<file path="config.mk">
export PLATFORM = sky130hd
export DESIGN_NAME = wb_uart_msg_sequencer_flat
export DESIGN_NICKNAME = d
export VERILOG_FILES = /design/src/rtl/wb_uart_msg_sequencer_if.sv /design/src/rtl/wb_uart_msg_sequencer.sv /design/src/flat_wrapper.sv
export SDC_FILE = /design/constraint.sdc
export NUM_CORES = 1
export LEC_CHECK = 0
export BUFFER_PORTS_ARGS = -buffer_cell sky130_fd_sc_hd__buf_2
export CAP_MARGIN = 20
export CELL_PAD_IN_SITES_DETAIL_PLACEMENT = 1
export CELL_PAD_IN_SITES_GLOBAL_PLACEMENT = 1
export CORE_UTILIZATION = 37
export DETAILED_ROUTE_END_ITERATION = 6
export PLACE_DENSITY_LB_ADDON = 0.12
export SLEW_MARGIN = 20
export SYNTH_ARGS = -nofsm -noshare
export SYNTH_HDL_FRONTEND = slang
export SYNTH_SLANG_ARGS = --single-unit
</file>
<file path="constraint.sdc">
create_clock -name clk_i -period 2.6 [get_ports clk_i]
set_input_delay 0.13 -clock clk_i [delete_from_list [all_inputs] [get_ports clk_i]]
set_output_delay 0.13 -clock clk_i [all_outputs]
set_load 0.01 [all_outputs]
</file>
<file path="src/rtl/wb_uart_msg_sequencer_if.sv">
`default_nettype none
// ---------------------------------------------------------------------------
// Module      : wb_uart_msg_sequencer_if
// Description : Wishbone bus bundle between the message sequencer (master)
//               and the UART register block (slave).
// Revision    : 1.0 - initial release
// ---------------------------------------------------------------------------
interface wb_uart_msg_sequencer_if;
  logic [31:0] addr_o;
  logic [31:0] dat_o;
  logic [31:0] dat_i;
  logic        we_o;
  logic [3:0]  sel_o;
  logic        cyc_o;
  logic        stb_o;
  logic        lock_o;
  logic        ack_i;
  logic        err_i;
  logic        rty_i;
  logic        tagn_i;
  logic        tagn_o;

  modport master (
    output addr_o, dat_o, we_o, sel_o, cyc_o, stb_o, lock_o, tagn_o,
    input  dat_i, ack_i, err_i, rty_i, tagn_i
  );

  modport slave (
    input  addr_o, dat_o, we_o, sel_o, cyc_o, stb_o, lock_o, tagn_o,
    output dat_i, ack_i, err_i, rty_i, tagn_i
  );
endinterface
`default_nettype wire

</file>
<file path="src/rtl/wb_uart_msg_sequencer.sv">
`default_nettype none
// ---------------------------------------------------------------------------
// Module      : wb_uart_msg_sequencer
// Description : Wishbone master that programs the UART baud rate once and
//               then sends an N-character message byte by byte (load TX,
//               start, poll done flag, clear flag), with retry on err/rty/
//               ack timeout, poll timeout, and optional delayed repeat.
// Revision    : 1.0 - initial release
// ---------------------------------------------------------------------------
module wb_uart_msg_sequencer #(
  parameter int unsigned MSG_LEN      = 3,
  parameter logic [31:0] BAUD_WORD    = 32'h4000_0000,
  parameter int unsigned DELAY_CYCLES = 500000,
  parameter int unsigned POLL_TIMEOUT = 1024,
  parameter int unsigned ACK_TIMEOUT  = 255,
  parameter int unsigned MAX_RETRY    = 3
) (
  input  wire logic                 clk_i,
  input  wire logic                 rst_i,
  input  wire logic                 start_i,
  input  wire logic                 repeat_i,
  input  wire logic [8*MSG_LEN-1:0] msg_i,
  wb_uart_msg_sequencer_if.master   wb,
  output logic                      busy_o,
  output logic                      done_o,
  output logic                      error_o,
  output logic [3:0]                char_idx_o,
  output logic [9:0]                out_led
);

  localparam int unsigned c_ack_w   = (ACK_TIMEOUT  > 1) ? $clog2(ACK_TIMEOUT)  : 1;
  localparam int unsigned c_poll_w  = (POLL_TIMEOUT > 1) ? $clog2(POLL_TIMEOUT) : 1;
  localparam int unsigned c_delay_w = (DELAY_CYCLES > 1) ? $clog2(DELAY_CYCLES) : 1;
  localparam int unsigned c_retry_w = (MAX_RETRY    > 0) ? $clog2(MAX_RETRY + 1) : 1;

  localparam logic [31:0] c_reg_ctrl   = 32'h3;
  localparam logic [31:0] c_reg_baud   = 32'h4;
  localparam logic [31:0] c_reg_status = 32'h5;
  localparam logic [31:0] c_reg_tx     = 32'h7;

  typedef enum logic [2:0] {
    S_IDLE     = 3'd0,
    S_CFG_BAUD = 3'd1,
    S_LOAD_TX  = 3'd2,
    S_START_TX = 3'd3,
    S_POLL     = 3'd4,
    S_CLEAR    = 3'd5,
    S_DELAY    = 3'd6,
    S_ERROR    = 3'd7
  } state_t;

  state_t                 r_state;
  logic                   r_cyc;
  logic                   r_stb;
  logic                   r_we;
  logic [31:0]            r_addr;
  logic [31:0]            r_dat;
  logic                   r_done;
  logic [3:0]             r_char_idx;
  logic [9:0]             r_led;
  logic [c_ack_w-1:0]     r_ack_cnt;
  logic [c_poll_w-1:0]    r_poll_cnt;
  logic [c_delay_w-1:0]   r_delay_cnt;
  logic [c_retry_w-1:0]   r_retry_cnt;

  logic [7:0]             w_byte;
  logic [31:0]            w_addr;
  logic [31:0]            w_dat;
  logic                   w_we;
  logic                   w_ack_to;
  logic                   w_fail;

  // Byte currently addressed by char_idx; byte 0 sits in the low bits.
  assign w_byte = 8'(msg_i >> {r_char_idx, 3'b000});

  // An attempt fails on err or rty (both beat a simultaneous ack), or when
  // the last allowed wait cycle passes without any termination.
  assign w_ack_to = (r_ack_cnt == c_ack_w'(ACK_TIMEOUT - 1));
  assign w_fail   = wb.err_i | wb.rty_i | (~wb.ack_i & w_ack_to);

  // Register-access description of the transaction owned by each bus state.
  always_comb begin
    w_addr = '0;
    w_dat  = '0;
    w_we   = 1'b0;
    case (r_state)
      S_CFG_BAUD: begin w_addr = c_reg_baud;   w_dat = BAUD_WORD;        w_we = 1'b1; end
      S_LOAD_TX:  begin w_addr = c_reg_tx;     w_dat = {24'b0, w_byte};  w_we = 1'b1; end
      S_START_TX: begin w_addr = c_reg_ctrl;   w_dat = 32'h0000_0080;    w_we = 1'b1; end
      S_POLL:     begin w_addr = c_reg_status; w_dat = '0;               w_we = 1'b0; end
      S_CLEAR:    begin w_addr = c_reg_status; w_dat = '0;               w_we = 1'b1; end
      default:    ;
    endcase
  end

  // Sequencer: each bus state idles one cycle with cyc low, issues its
  // transaction, then holds it until a termination or ack timeout.
  always_ff @(posedge clk_i or posedge rst_i) begin
    if (rst_i) begin
      r_state     <= S_IDLE;
      r_cyc       <= 1'b0;
      r_stb       <= 1'b0;
      r_we        <= 1'b0;
      r_addr      <= '0;
      r_dat       <= '0;
      r_done      <= 1'b0;
      r_char_idx  <= '0;
      r_led       <= '0;
      r_ack_cnt   <= '0;
      r_poll_cnt  <= '0;
      r_delay_cnt <= '0;
      r_retry_cnt <= '0;
    end else begin
      r_done <= 1'b0;
      case (r_state)
        S_IDLE: begin
          if (start_i) begin
            r_state    <= S_CFG_BAUD;
            r_char_idx <= '0;
          end
        end
        S_CFG_BAUD, S_LOAD_TX, S_START_TX, S_POLL, S_CLEAR: begin
          if (!r_cyc) begin
            r_cyc     <= 1'b1;
            r_stb     <= 1'b1;
            r_addr    <= w_addr;
            r_dat     <= w_dat;
            r_we      <= w_we;
            r_ack_cnt <= '0;
          end else if (w_fail) begin
            r_cyc <= 1'b0;
            r_stb <= 1'b0;
            if (r_retry_cnt == c_retry_w'(MAX_RETRY)) begin
              r_state <= S_ERROR;
            end else begin
              r_retry_cnt <= r_retry_cnt + 1'b1;
            end
          end else if (wb.ack_i) begin
            r_cyc       <= 1'b0;
            r_stb       <= 1'b0;
            r_retry_cnt <= '0;
            case (r_state)
              S_CFG_BAUD: r_state <= S_LOAD_TX;
              S_LOAD_TX: begin
                r_led   <= {2'b00, r_dat[7:0]};
                r_state <= S_START_TX;
              end
              S_START_TX: begin
                r_poll_cnt <= '0;
                r_state    <= S_POLL;
              end
              S_POLL: begin
                if (wb.dat_i[5]) begin
                  r_state <= S_CLEAR;
                end else if (r_poll_cnt == c_poll_w'(POLL_TIMEOUT - 1)) begin
                  r_state <= S_ERROR;
                end else begin
                  r_poll_cnt <= r_poll_cnt + 1'b1;
                end
              end
              S_CLEAR: begin
                if (r_char_idx != 4'(MSG_LEN - 1)) begin
                  r_char_idx <= r_char_idx + 1'b1;
                  r_state    <= S_LOAD_TX;
                end else begin
                  r_done      <= 1'b1;
                  r_char_idx  <= '0;
                  r_delay_cnt <= '0;
                  r_state     <= repeat_i ? S_DELAY : S_IDLE;
                end
              end
              default: ;
            endcase
          end else begin
            r_ack_cnt <= r_ack_cnt + 1'b1;
          end
        end
        S_DELAY: begin
          if (r_delay_cnt == c_delay_w'(DELAY_CYCLES - 1)) begin
            r_delay_cnt <= '0;
            r_state     <= repeat_i ? S_LOAD_TX : S_IDLE;
          end else begin
            r_delay_cnt <= r_delay_cnt + 1'b1;
          end
        end
        S_ERROR: ;
        default: r_state <= S_IDLE;
      endcase
    end
  end

  assign wb.cyc_o  = r_cyc;
  assign wb.stb_o  = r_stb;
  assign wb.we_o   = r_we;
  assign wb.addr_o = r_addr;
  assign wb.dat_o  = r_dat;
  assign wb.sel_o  = 4'hF;
  assign wb.lock_o = 1'b0;
  assign wb.tagn_o = 1'b0;

  assign busy_o     = (r_state != S_IDLE) && (r_state != S_ERROR);
  assign error_o    = (r_state == S_ERROR);
  assign done_o     = r_done;
  assign char_idx_o = r_char_idx;
  assign out_led    = r_led;

endmodule
`default_nettype wire
</file>
<file path="src/flat_wrapper.sv">
// flat-port wrapper written by rule: the top's interface ports become plain ports
module wb_uart_msg_sequencer_flat 
#(
  parameter int unsigned MSG_LEN      = 3,
  parameter logic [31:0] BAUD_WORD    = 32'h4000_0000,
  parameter int unsigned DELAY_CYCLES = 500000,
  parameter int unsigned POLL_TIMEOUT = 1024,
  parameter int unsigned ACK_TIMEOUT  = 255,
  parameter int unsigned MAX_RETRY    = 3
)
  (clk_i, rst_i, start_i, repeat_i, msg_i, busy_o, done_o, error_o, char_idx_o, out_led, wb_addr_o, wb_dat_o, wb_we_o, wb_sel_o, wb_cyc_o, wb_stb_o, wb_lock_o, wb_tagn_o, wb_dat_i, wb_ack_i, wb_err_i, wb_rty_i, wb_tagn_i);
  wb_uart_msg_sequencer_if wb_i ();
  input  wire logic clk_i;
  input  wire logic rst_i;
  input  wire logic start_i;
  input  wire logic repeat_i;
  input  wire logic [8*MSG_LEN-1:0] msg_i;
  output logic busy_o;
  output logic done_o;
  output logic error_o;
  output logic [3:0] char_idx_o;
  output logic [9:0] out_led;
  output wire logic [$bits(wb_i.addr_o)-1:0] wb_addr_o;
  output wire logic [$bits(wb_i.dat_o)-1:0] wb_dat_o;
  output wire logic [$bits(wb_i.we_o)-1:0] wb_we_o;
  output wire logic [$bits(wb_i.sel_o)-1:0] wb_sel_o;
  output wire logic [$bits(wb_i.cyc_o)-1:0] wb_cyc_o;
  output wire logic [$bits(wb_i.stb_o)-1:0] wb_stb_o;
  output wire logic [$bits(wb_i.lock_o)-1:0] wb_lock_o;
  output wire logic [$bits(wb_i.tagn_o)-1:0] wb_tagn_o;
  input wire logic [$bits(wb_i.dat_i)-1:0] wb_dat_i;
  input wire logic [$bits(wb_i.ack_i)-1:0] wb_ack_i;
  input wire logic [$bits(wb_i.err_i)-1:0] wb_err_i;
  input wire logic [$bits(wb_i.rty_i)-1:0] wb_rty_i;
  input wire logic [$bits(wb_i.tagn_i)-1:0] wb_tagn_i;
  assign wb_addr_o = wb_i.addr_o;
  assign wb_dat_o = wb_i.dat_o;
  assign wb_we_o = wb_i.we_o;
  assign wb_sel_o = wb_i.sel_o;
  assign wb_cyc_o = wb_i.cyc_o;
  assign wb_stb_o = wb_i.stb_o;
  assign wb_lock_o = wb_i.lock_o;
  assign wb_tagn_o = wb_i.tagn_o;
  assign wb_i.dat_i = wb_dat_i;
  assign wb_i.ack_i = wb_ack_i;
  assign wb_i.err_i = wb_err_i;
  assign wb_i.rty_i = wb_rty_i;
  assign wb_i.tagn_i = wb_tagn_i;
  wb_uart_msg_sequencer #(.MSG_LEN(MSG_LEN), .BAUD_WORD(BAUD_WORD), .DELAY_CYCLES(DELAY_CYCLES), .POLL_TIMEOUT(POLL_TIMEOUT), .ACK_TIMEOUT(ACK_TIMEOUT), .MAX_RETRY(MAX_RETRY)) u_core (.clk_i(clk_i), .rst_i(rst_i), .start_i(start_i), .repeat_i(repeat_i), .msg_i(msg_i), .wb(wb_i), .busy_o(busy_o), .done_o(done_o), .error_o(error_o), .char_idx_o(char_idx_o), .out_led(out_led));
endmodule
</file>
==> results of run 1 <==
kinds of logic after synthesis:
group / Yosys count / share of synthesized area [%]
AOI/OAI and AO/OA: 114 / 18.1
and+or+nand+nor: 167 / 19.4
adders and majority gates: 10 / 2.73
xor gates and xnor gates: 12 / 2.34
DFF: 70 / 39.0
muxes: 22 / 5.18
other: 2 / 0.167
buffers and inverters: 92 / 13.1
power by group:
group          switching, W  internal (W)
clock              0.000439      0.000711
sequential         0.000295       0.00133
combinational       0.00120      0.000749
total               0.00194       0.00279
how the worst max path moves through the flow:
stage | end | cells past startpoint | from | slack (ns)
global route | u_core.r_poll_cnt[6]$_DFFE_PP0P_ | 5 | u_core.r_state[0]$_DFFE_PP0P_ | 0.17
floorplan | u_core.r_delay_cnt[9]$_DFFE_PP0P_ | 8 | u_core.char_idx_o[0]$_DFFE_PP0P_ | 0.29
global placement | u_core.r_delay_cnt[11]$_DFFE_PP0P_ | 7 | u_core.char_idx_o[0]$_DFFE_PP0P_ | 0.43
detailed placement | u_core.r_delay_cnt[13]$_DFFE_PP0P_ | 7 | u_core.char_idx_o[0]$_DFFE_PP0P_ | 0.36
CTS | u_core.r_delay_cnt[13]$_DFFE_PP0P_ | 7 | u_core.char_idx_o[0]$_DFFE_PP0P_ | 0.35
finish | u_core.r_delay_cnt[13]$_DFFE_PP0P_ | 7 | u_core.char_idx_o[0]$_DFFE_PP0P_ | 0.36
metal layers:
metal / vias up / wire length [microns] / share of wire [%] / track usage [%]
li1: 1769 / - / - / -
met1: 1800 / 4800 / 44 / 22.6
met2: 80 / 5470 / 50 / 31.9
met3: 19 / 437 / 4.0 / 3.13
met4: 0 / 248 / 2.3 / 8.53
met5: - / 0 / 0 / 0
repair_timing:
| action | in CTS | in global routing |
|---|---|---|
| hold buffers | 1 | 0 |
| setup buffers | 0 | 0 |
| hold endpoints to repair | 30 | 0 |
stage by stage:
stage	hold WS (ns)	utilization (%)	instances
finish	0.119	43.6	704
global route	0.166	43.6	704
CTS	0.115	43.6	704
detailed placement	0.296	41.2	689
global placement	0.289	41.2	689
floorplan	0.315	-	547
registers in the layout, indices dropped and copies added, names as in the netlist, 2 cells and up:
signal	cells
u_core.r_delay_cnt	19
u_core.r_retry_cnt	2
u_core.r_poll_cnt	10
u_core.wb.dat_o	9
u_core.char_idx_o	4
u_core.out_led	8
u_core.wb.addr_o	3
u_core.r_ack_cnt	8
u_core.r_state	3
cell usage after synthesis (7+ instances only):
master	n
inv_1	14
buf_2	9
clkbuf_1	7
nand3_1	21
nand2_1	44
o21ai_0	37
dfrtp_1	70
mux2_2	10
buf_4	60
a22o_1	9
ha_1	9
xnor2_1	12
mux2i_1	12
nor2_1	34
or3_1	12
a21oi_1	16
o31ai_1	12
cell type report:
type	count	area, sq um
Fill cell	1388	6550
Timing Repair Buffer	78	435
Tap cell	143	179
Clock buffer	13	270
Multi-Input combinational cell	385	2370
Clock inverter	1	5.00
Inverter	14	52.6
Sequential cell	70	1750
cell usage in the layout, fill, tap and decap left out, types with 10 or more instances in the layout:
cell type   n
dfrtp_1    70
buf_2      61
conb_1     60
nand2_1    44
o21ai_0    37
nor2_1     34
nand3_1    21
a21oi_1    16
buf_4      16
inv_1      13
o31ai_1    12
mux2i_1    12
xnor2_1    12
or3_1      12
mux2_2     10
critical path: stages (launching register included):
cell	delay (ns)
dfrtp_1	0.37
inv_1	0.06
ha_1	0.15
or3b_4	0.43
a211oi_4	0.41
o2111ai_4	0.23
or3_1	0.39
a21oi_2	0.14
==> metrics.md, run 1 <==
| Metric | Value |
|---|---|
| Cts repair resizes | 0 |
| Cell taking the most area after synthesis | dfrtp_1 |
| Routed Antenna Nets | 0 |
| Mapped Area | 4490 sq um |
| DIE AREA | 12600 sq um |
| CP arrival | 2.51 ns |
| Setup TNS | 0 ns |
| WP data required | 2.87 ns |
| Post-synth EDFFs | 0 |
| Mapped Avg Cell Area | 9.19 sq um |
| Area growth, synth to finish | 12.7% |
| Placed cell areas | 4780 sq um |
| VDD IR max | 271 uV |
| Per-cell routed wire length | 15.6 microns |
| R2R depth | 7 |
| Max_cap viols | 0 |
| Rows | 39 |
| Yosys cell types | 63 |
| Fin worst setup slack | 0.358 ns |
| GP Congestion | 0.756 |
| Worst slew pin tran | 0.699 ns |
| Post-Route WL | 11000 microns |
| # H-tree levels | 3 |
| Initial core utilization | 38.7% |
| Worst Clk Skew | 0.00790 ns |
| RSZ-0062 raised after global routing | false |
| Ys flop type | dfrtp_1 |
| Critical path endpoint category | flop |
| Post-DP HPWL | 8330 microns |
| Gr usage total | 18.5% |
| Hold Path Cell Cnt | 4 |
| DRC | 9 |
| Initial antenna violation count | 0 |
| Pwr/cell area | 932 nW/um^2 |
| Gr ovfl total | 0 |
| Setup Viol. Count Final | 0 |
| Die Wd | 112 microns |
| Clock Pin Slew Worst Setup and Hold Paths | 0.05 ns |
| Sequential share of the synthesized area | 39.0% |
| Top post-synthesis cells by area | dfrtp_1 (39%), buf_4 (10%), o21ai_0 (4.1%), nand2_1 (3.7%), nor2_1 (2.8%) |
| DR iter-0 viols | 99 |
| Die Height | 112 microns |
| DR vias | 3668 |
| Pre-CTS WS | 0.363 ns |
| Max Fclk | 446 MHz |
| Avg Vias per Cell | 5.21 |
| Hold Crit Class | in -> reg |
| Failing checks | DRC |
| Hold path startpoint | msg_i[8] |
| Max Buffers Root-to-Sink | 2 |
| Minimum clock period after layout | 2.24 ns |
| Worst-case register-to-register setup slack | 0.36 ns |
| Final Max Tran Viols | 0 |
| Crit Path Max Fanout | 10 |
| Nets | 631 |
| Vias in the first global route | 3734 |
| Worst-Skew Late Latency | 0.34 ns |
| Largest net degree at the start of global routing | 33 |
| Top-area cell type share of the netlist area | 39.0% |
| Hold worst-path end | u_core.wb.dat_o[0]$_DFFE_PP0P_ |
| Sink Count | 70 |
| Layout cell share with drive strength beyond 1 | 21.2% |
| Reg2reg end | u_core.r_delay_cnt[13]$_DFFE_PP0P_ |
| # IOs | 154 |
| Critical path class | reg -> reg |
| TritonCTS clock tree | done |
| Global-route wire length before repair | 18400 microns |
| Worst setup SP type | flop |
| DR pass1 iterations | 7 |
| Worst r2r src | u_core.char_idx_o[0]$_DFFE_PP0P_ |
| Fraction of registers with async set/reset | 100% |
| N_diodes | 0 |
| Status | finished, violations left |
| Final Cell Area | 5060 sq um |
| P_leak | 2.33 nW |
| Total chip power | 0.00472 W |
| Core footprint | 11600 sq um |
| Period utilization | 86.2% |
| Yosys reg bits | 70 |
| Yosys warning count | 0 |
| Relative slew slack | 53.3% |
| Cell count after synthesis | 489 |
| PortBufs | 61 |
| Final Hold Vio Count | 0 |
| Clock Tree Root | clkbuf_16 |
| Num CTS Buffers | 9 |
Note: power is estimated with default switching activity, not from simulation.
==> run 2, diff against run 1 <==
CORE_MARGIN = 3   (was not set)
==> run 2 against run 1 <==
  * Global-route usage decreased by 0.66 points
  * Combinational power about the same
  * Setup slack got worse by 0.0018 ns
  * Total power increased by 7.1%
  * Sequential power increased by 2%
  * Highest routed layer unchanged
  * The flow now finishes without violations
  * Sequential share of layout area decreased by 0.67 points
==> metrics.md, run 2 (synthesized netlist as in run 1, its figures left out) <==
| Metric | Value |
|---|---|
| Commonest non-fill, non-tap cell in the layout | dfrtp_1 |
| Worst setup SP type | flop |
| Sw frac | 39.7% |
| Total chip power | 0.00506 W |
| Register with the most flip-flops | u_core.r_delay_cnt |
| DR vias | 3719 |
| Area growth, synth to finish | 14.9% |
| Final Cell Area | 5160 sq um |
| Die Wd | 116 microns |
| Final Hold Vio Count | 0 |
| Max reg flops | 19 |
| Die Height | 116 microns |
| Pwr/cell area | 979 nW/um^2 |
| GP Congestion | 0.798 |
| Clock power frac | 28.6% |
| Crit Path Max Fanout | 7 |
| Setup Viol. Count Final | 0 |
| Hold Crit Class | in -> reg |
| N_diodes | 0 |
| Reg power frac | 32.8% |
| Post-DP HPWL | 8400 microns |
| Final Max Tran Viols | 0 |
| Layout cell share with drive strength beyond 1 | 21.9% |
| P_leak | 2.38 nW |
| Clock Pin Slew Worst Setup and Hold Paths | 0.06 ns |
| Num CTS Buffers | 9 |
| Cts repair resizes | 0 |
| Finished Layout Cells | 708 |
| Setup TNS | 0 ns |
| # H-tree levels | 3 |
| Max Buffers Root-to-Sink | 2 |
| Fin worst setup slack | 0.356 ns |
| Largest net degree at the start of global routing | 44 |
| Avg Vias per Cell | 5.25 |
| Minimum clock period after layout | 2.24 ns |
| Placed cell areas | 4810 sq um |
| Per-cell routed wire length | 16.2 microns |
| WP data required | 2.86 ns |
| Relative slew slack | 58.3% |
| Status | finished, final reports clean |
| # placed instances | 691 |
| DR iter-0 viols | 136 |
| DIE AREA | 13500 sq um |
| Max_cap viols | 0 |
| Worst slew pin tran | 0.625 ns |
| Worst Clk Skew | 0.00705 ns |
| PortBufs | 61 |
| Pre-CTS WS | 0.360 ns |
| Period utilization | 86.3% |
| Critical path class | reg -> reg |
| Post-Route WL | 11500 microns |
| RSZ-0062 raised after global routing | false |
| Sink Count | 70 |
| Gr usage total | 17.8% |
| Power Internal | 0.00305 W |
| CP arrival | 2.51 ns |
| Initial antenna violation count | 0 |
| Routed Antenna Nets | 0 |
| Gr ovfl total | 0 |
| # IOs | 154 |
| Nets | 633 |
| Clock Tree Root | clkbuf_16 |
| Initial core utilization | 38.5% |
| Rows | 39 |
| Vias in the first global route | 3751 |
| Logic pwr share | 38.6% |
| Max Fclk | 446 MHz |
| Core footprint | 11700 sq um |
| Global-route wire length before repair | 19000 microns |
| DRC | 0 |
| Commonest cells after routing, fill and taps aside | dfrtp_1 (70), buf_2 (61), conb_1 (60) |
| TritonCTS clock tree | done |
| DR pass1 iterations | 4 |
| Worst-case register-to-register setup slack | 0.36 ns |
| Worst-Skew Late Latency | 0.34 ns |
| Critical path endpoint category | flop |
| VDD IR max | 514 uV |
| Psw | 0.00201 W |
## run 2: changes by cell type in the layout (fill, tap and decap cells not counted)
cell       before  now
buf_4          16   17
buf_12          0    1
clkbuf_8        3    1
clkbuf_1        1    0
clkinv_4        0    1
clkinv_2        1    2
bufinv_16       0    3
## run 2: power groups by stage
| stage | Sequential [W] | Combinational, W | Clock, W |
|---|---|---|---|
| after floorplan | 0.00158 | 0.00142 | 0 |
| after global placement | 0.00166 | 0.00190 | 0 |
| after detailed placement | 0.00168 | 0.00198 | 0 |
| after CTS | 0.00166 | 0.00198 | 0.00149 |
| after global routing | 0.00171 | 0.00223 | 0.00154 |
| final | 0.00166 | 0.00195 | 0.00145 |
## run 2: metrics by stage
step,hold WS [ns],utilization [%]
floorplan,0.315,-
global placement,0.245,41.2
detailed placement,0.261,41.2
CTS,0.0933,44.3
global route,0.152,44.3
finish,0.107,44.3
## run 2: worst max-delay path: stages (launching register included)
cell and delay, ns:
dfrtp_1 0.37, inv_1 0.06, ha_1 0.16, or3b_4 0.42
a211oi_4 0.40, o2111ai_4 0.22, or3_1 0.36, a21oi_1 0.17
## run 2: path summary, 6_finish.rpt
kind                            depth (start not counted)                                  to                              from
min in group asynchronous                               3     u_core.r_ack_cnt[7]$_DFFE_PP0P_                             rst_i
max in group asynchronous                               4    u_core.r_poll_cnt[6]$_DFFE_PP0P_                             rst_i
worst max register to register                          7  u_core.r_delay_cnt[12]$_DFFE_PP0P_  u_core.char_idx_o[0]$_DFFE_PP0P_
worst min-delay path                                    4      u_core.wb.dat_o[0]$_DFFE_PP0P_                          msg_i[8]
worst max-delay path                                    7  u_core.r_delay_cnt[12]$_DFFE_PP0P_  u_core.char_idx_o[0]$_DFFE_PP0P_
worst min register to register                          2     u_core.wb.addr_o[0]$_DFFE_PP0P_   u_core.wb.addr_o[0]$_DFFE_PP0P_
## run 2: cell type report
| class | count | area, sq um |
|---|---|---|
| Tap cell | 143 | 179 |
| Clock inverter | 6 | 109 |
| Sequential cell | 70 | 1750 |
| Fill cell | 1413 | 6500 |
| Inverter | 14 | 52.6 |
| Multi-Input combinational cell | 385 | 2370 |
| Clock buffer | 10 | 239 |
| Timing Repair Buffer | 80 | 463 |
## run 2: timing repair
action,4_1_cts,5_1_grt
setup buffers,0,0
endpoints found under the hold margin,27,0
hold buffers,1,0
endpoints found under the setup margin,0,0
## run 2: metal layers
layer  vias to the layer above  part of all wire [%]  track usage, %
li1                       1770                     -               -
met1                      1854                    45            22.6
met2                        81                    49            30.2
met3                        14                   4.6            4.97
met4                         0                   1.1            4.41
met5                         -                     0               0
==> run 3, diff against run 2 <==
BUFFER_PORTS_ARGS = -buffer_cell sky130_fd_sc_hd__buf_4   (was -buffer_cell sky130_fd_sc_hd__buf_2)
SLEW_MARGIN = 25   (was 20)
==> run 3 against run 2 <==
  * Sequential power about the same
  * Clock skew barely moved
  * Core utilization rose by 0.64 points
  * Global-route usage is 0.47 points lower
  * Final cell count is 0.56% lower
  * Worst hold slack better by 0.0064 ns
  * Count of clock-buffer cells in the layout is 1 higher
  * Sequential share of layout area decreased by 0.49 points
  * First-iteration DRC count rose by 2.2%
  * Fmax is 1.6% higher
  * Register-to-register slack improved by 0.03 ns
  * Critical path type unchanged
  * Highest routed layer unchanged
==> metrics.md, run 3 (synthesized netlist as in run 1, its figures left out) <==
| Metric | Value |
|---|---|
| DIE AREA | 13500 sq um |
| Initial antenna violation count | 0 |
| P_leak | 2.37 nW |
| N_diodes | 0 |
| Multi-input logic area | 2370 sq um |
| Crit Path Max Fanout | 10 |
| Period utilization | 85.0% |
| Final Max Tran Viols | 0 |
| Cts repair resizes | 0 |
| Worst slew pin tran | 0.624 ns |
| Post-Route WL | 11400 microns |
| Routed Antenna Nets | 0 |
| DR iter-0 viols | 139 |
| Max_cap viols | 0 |
| DRC | 0 |
| DR pass1 iterations | 4 |
| Commonest non-fill, non-tap cell in the layout | buf_4 |
| Reg2reg end | u_core.r_delay_cnt[15]$_DFFE_PP0P_ |
| Register with the most flip-flops | u_core.r_delay_cnt |
| Initial core utilization | 38.5% |
| Post-DP HPWL | 8530 microns |
| Status | finished, final reports clean |
| Vias in the first global route | 3651 |
| # IOs | 154 |
| RSZ-0062 raised after global routing | false |
| Worst r2r src | u_core.char_idx_o[0]$_DFFE_PP0P_ |
| Area growth, synth to finish | 16.6% |
| Worst setup SP type | flop |
| PortBufs | 61 |
| Setup TNS | 0 ns |
| Total chip power | 0.00488 W |
| Filler cell count | 1400 |
| Critical path cell sequence | inv_1, ha_1, or3b_4, a211oi_4, o2111ai_4, or3_1, a21oi_2 |
| Die Wd | 116 microns |
| Minimum clock period after layout | 2.21 ns |
| Largest net degree at the start of global routing | 44 |
| Max Buffers Root-to-Sink | 2 |
| Layout cell share with drive strength beyond 1 | 21.2% |
| # H-tree levels | 3 |
| Relative slew slack | 58.4% |
| Nets | 632 |
| Worst Clk Skew | 0.00717 ns |
| CTS Hold Bufs | 1 |
| Max reg flops | 19 |
| Hold path startpoint | wb_dat_i[5] |
| Critical path endpoint category | flop |
| Max Fclk | 453 MHz |
| Min Hold Slack | 0.114 ns |
| Critical path class | reg -> reg |
| Hold worst-path end | u_core.r_poll_cnt[8]$_DFFE_PP0P_ |
| CP arrival | 2.47 ns |
| Total setup buffers inserted after CTS | 0 |
| Gr usage total | 17.4% |
| Setup Viol. Count Final | 0 |
| Worst-Skew Late Latency | 0.34 ns |
| Hold Crit Class | in -> reg |
| Clock Pin Slew Worst Setup and Hold Paths | 0.06 ns |
| Global-route wire length before repair | 18500 microns |
| WP data required | 2.86 ns |
| GP Congestion | 0.791 |
| Core footprint | 11700 sq um |
| Rows | 39 |
| Worst-case register-to-register setup slack | 0.39 ns |
| Final Hold Vio Count | 0 |
| R2R depth | 7 |
| Sink Count | 70 |
| Hold Path Cell Cnt | 4 |
| Die Height | 116 microns |
| Avg Vias per Cell | 5.21 |
| Critical Path Max Stage Delay | 0.42 ns |
| Gr ovfl total | 0 |
| VDD IR max | 441 uV |
| Pwr/cell area | 931 nW/um^2 |
| Reg area | 1750 sq um |
| Commonest cells after routing, fill and taps aside | buf_4 (77), dfrtp_1 (70), conb_1 (60) |
| Clock Tree Root | clkbuf_16 |
| Worst path slowest cell | or3b_4 |
| Num CTS Buffers | 9 |
| DR vias | 3668 |
| TritonCTS clock tree | done |
| Per-cell routed wire length | 16.1 microns |
-- run 3: cell count changes in the layout (fill, tap and decap cells not counted) --
| cell | delta |
|---|---|
| buf_4 | +60 |
| buf_2 | -61 |
| clkbuf_1 | +1 |
| clkinv_2 | -1 |
| bufinv_16 | -2 |
| clkinv_4 | -1 |
-- run 3: per-layer routing --
layer	vias to the layer above	GRT usage, %	routed length (microns)
met5	-	0	0
met4	0	5.34	152
met3	12	3.99	597
met2	81	29.0	5620
met1	1809	22.4	4990
li1	1766	-	-
-- run 3: where the power goes --
part | internal (W) | switching [W]
Combinational | 0.000831 | 0.00117
Sequential | 0.00133 | 0.000347
Clock | 0.000751 | 0.000456
Total | 0.00291 | 0.00197
-- run 3: final cells by class --
type                            instances  share of cell area (%)
Multi-Input combinational cell        385                    45.2
Sequential cell                        70                    33.4
Timing Repair Buffer                   79                    11.6
Clock buffer                           11                    4.63
Tap cell                              143                    3.41
Inverter                               14                    1.00
Clock inverter                          2                   0.669
-- run 3: worst max path at each step --
stage	from	slack, ns	endpoint
final	u_core.char_idx_o[0]$_DFFE_PP0P_	0.39	u_core.r_delay_cnt[15]$_DFFE_PP0P_
after global routing	u_core.r_state[2]$_DFFE_PP0P_	0.18	u_core.r_delay_cnt[6]$_DFFE_PP0P_
after CTS	u_core.char_idx_o[0]$_DFFE_PP0P_	0.37	u_core.r_delay_cnt[15]$_DFFE_PP0P_
after detailed placement	u_core.char_idx_o[0]$_DFFE_PP0P_	0.39	u_core.r_delay_cnt[15]$_DFFE_PP0P_
after global placement	u_core.char_idx_o[0]$_DFFE_PP0P_	0.43	u_core.r_delay_cnt[11]$_DFFE_PP0P_
after floorplan	u_core.char_idx_o[0]$_DFFE_PP0P_	0.29	u_core.r_delay_cnt[9]$_DFFE_PP0P_
-- run 3: stage by stage --
stage	util, %	area [sq um]	setup WS [ns]	instances
6_report	44.9	5240	0.391	704
2_1_floorplan	-	4710	0.288	547
3_5_place_dp	42.5	4950	0.395	690
5_1_grt	44.9	5240	0.176	704
3_3_place_gp	42.5	4950	0.432	690
4_1_cts	44.9	5240	0.374	704
-- run 3: critical path, delay by kind of cell (launching register included) --
kind                     cells  cell delay, ns
AND/OR/NAND/NOR              2            0.79
AO/OA/AOI/OAI                3            0.75
flip-flops                   1            0.38
adder cells (fa/ha/maj)      1            0.15
buffers and inverters        1            0.06
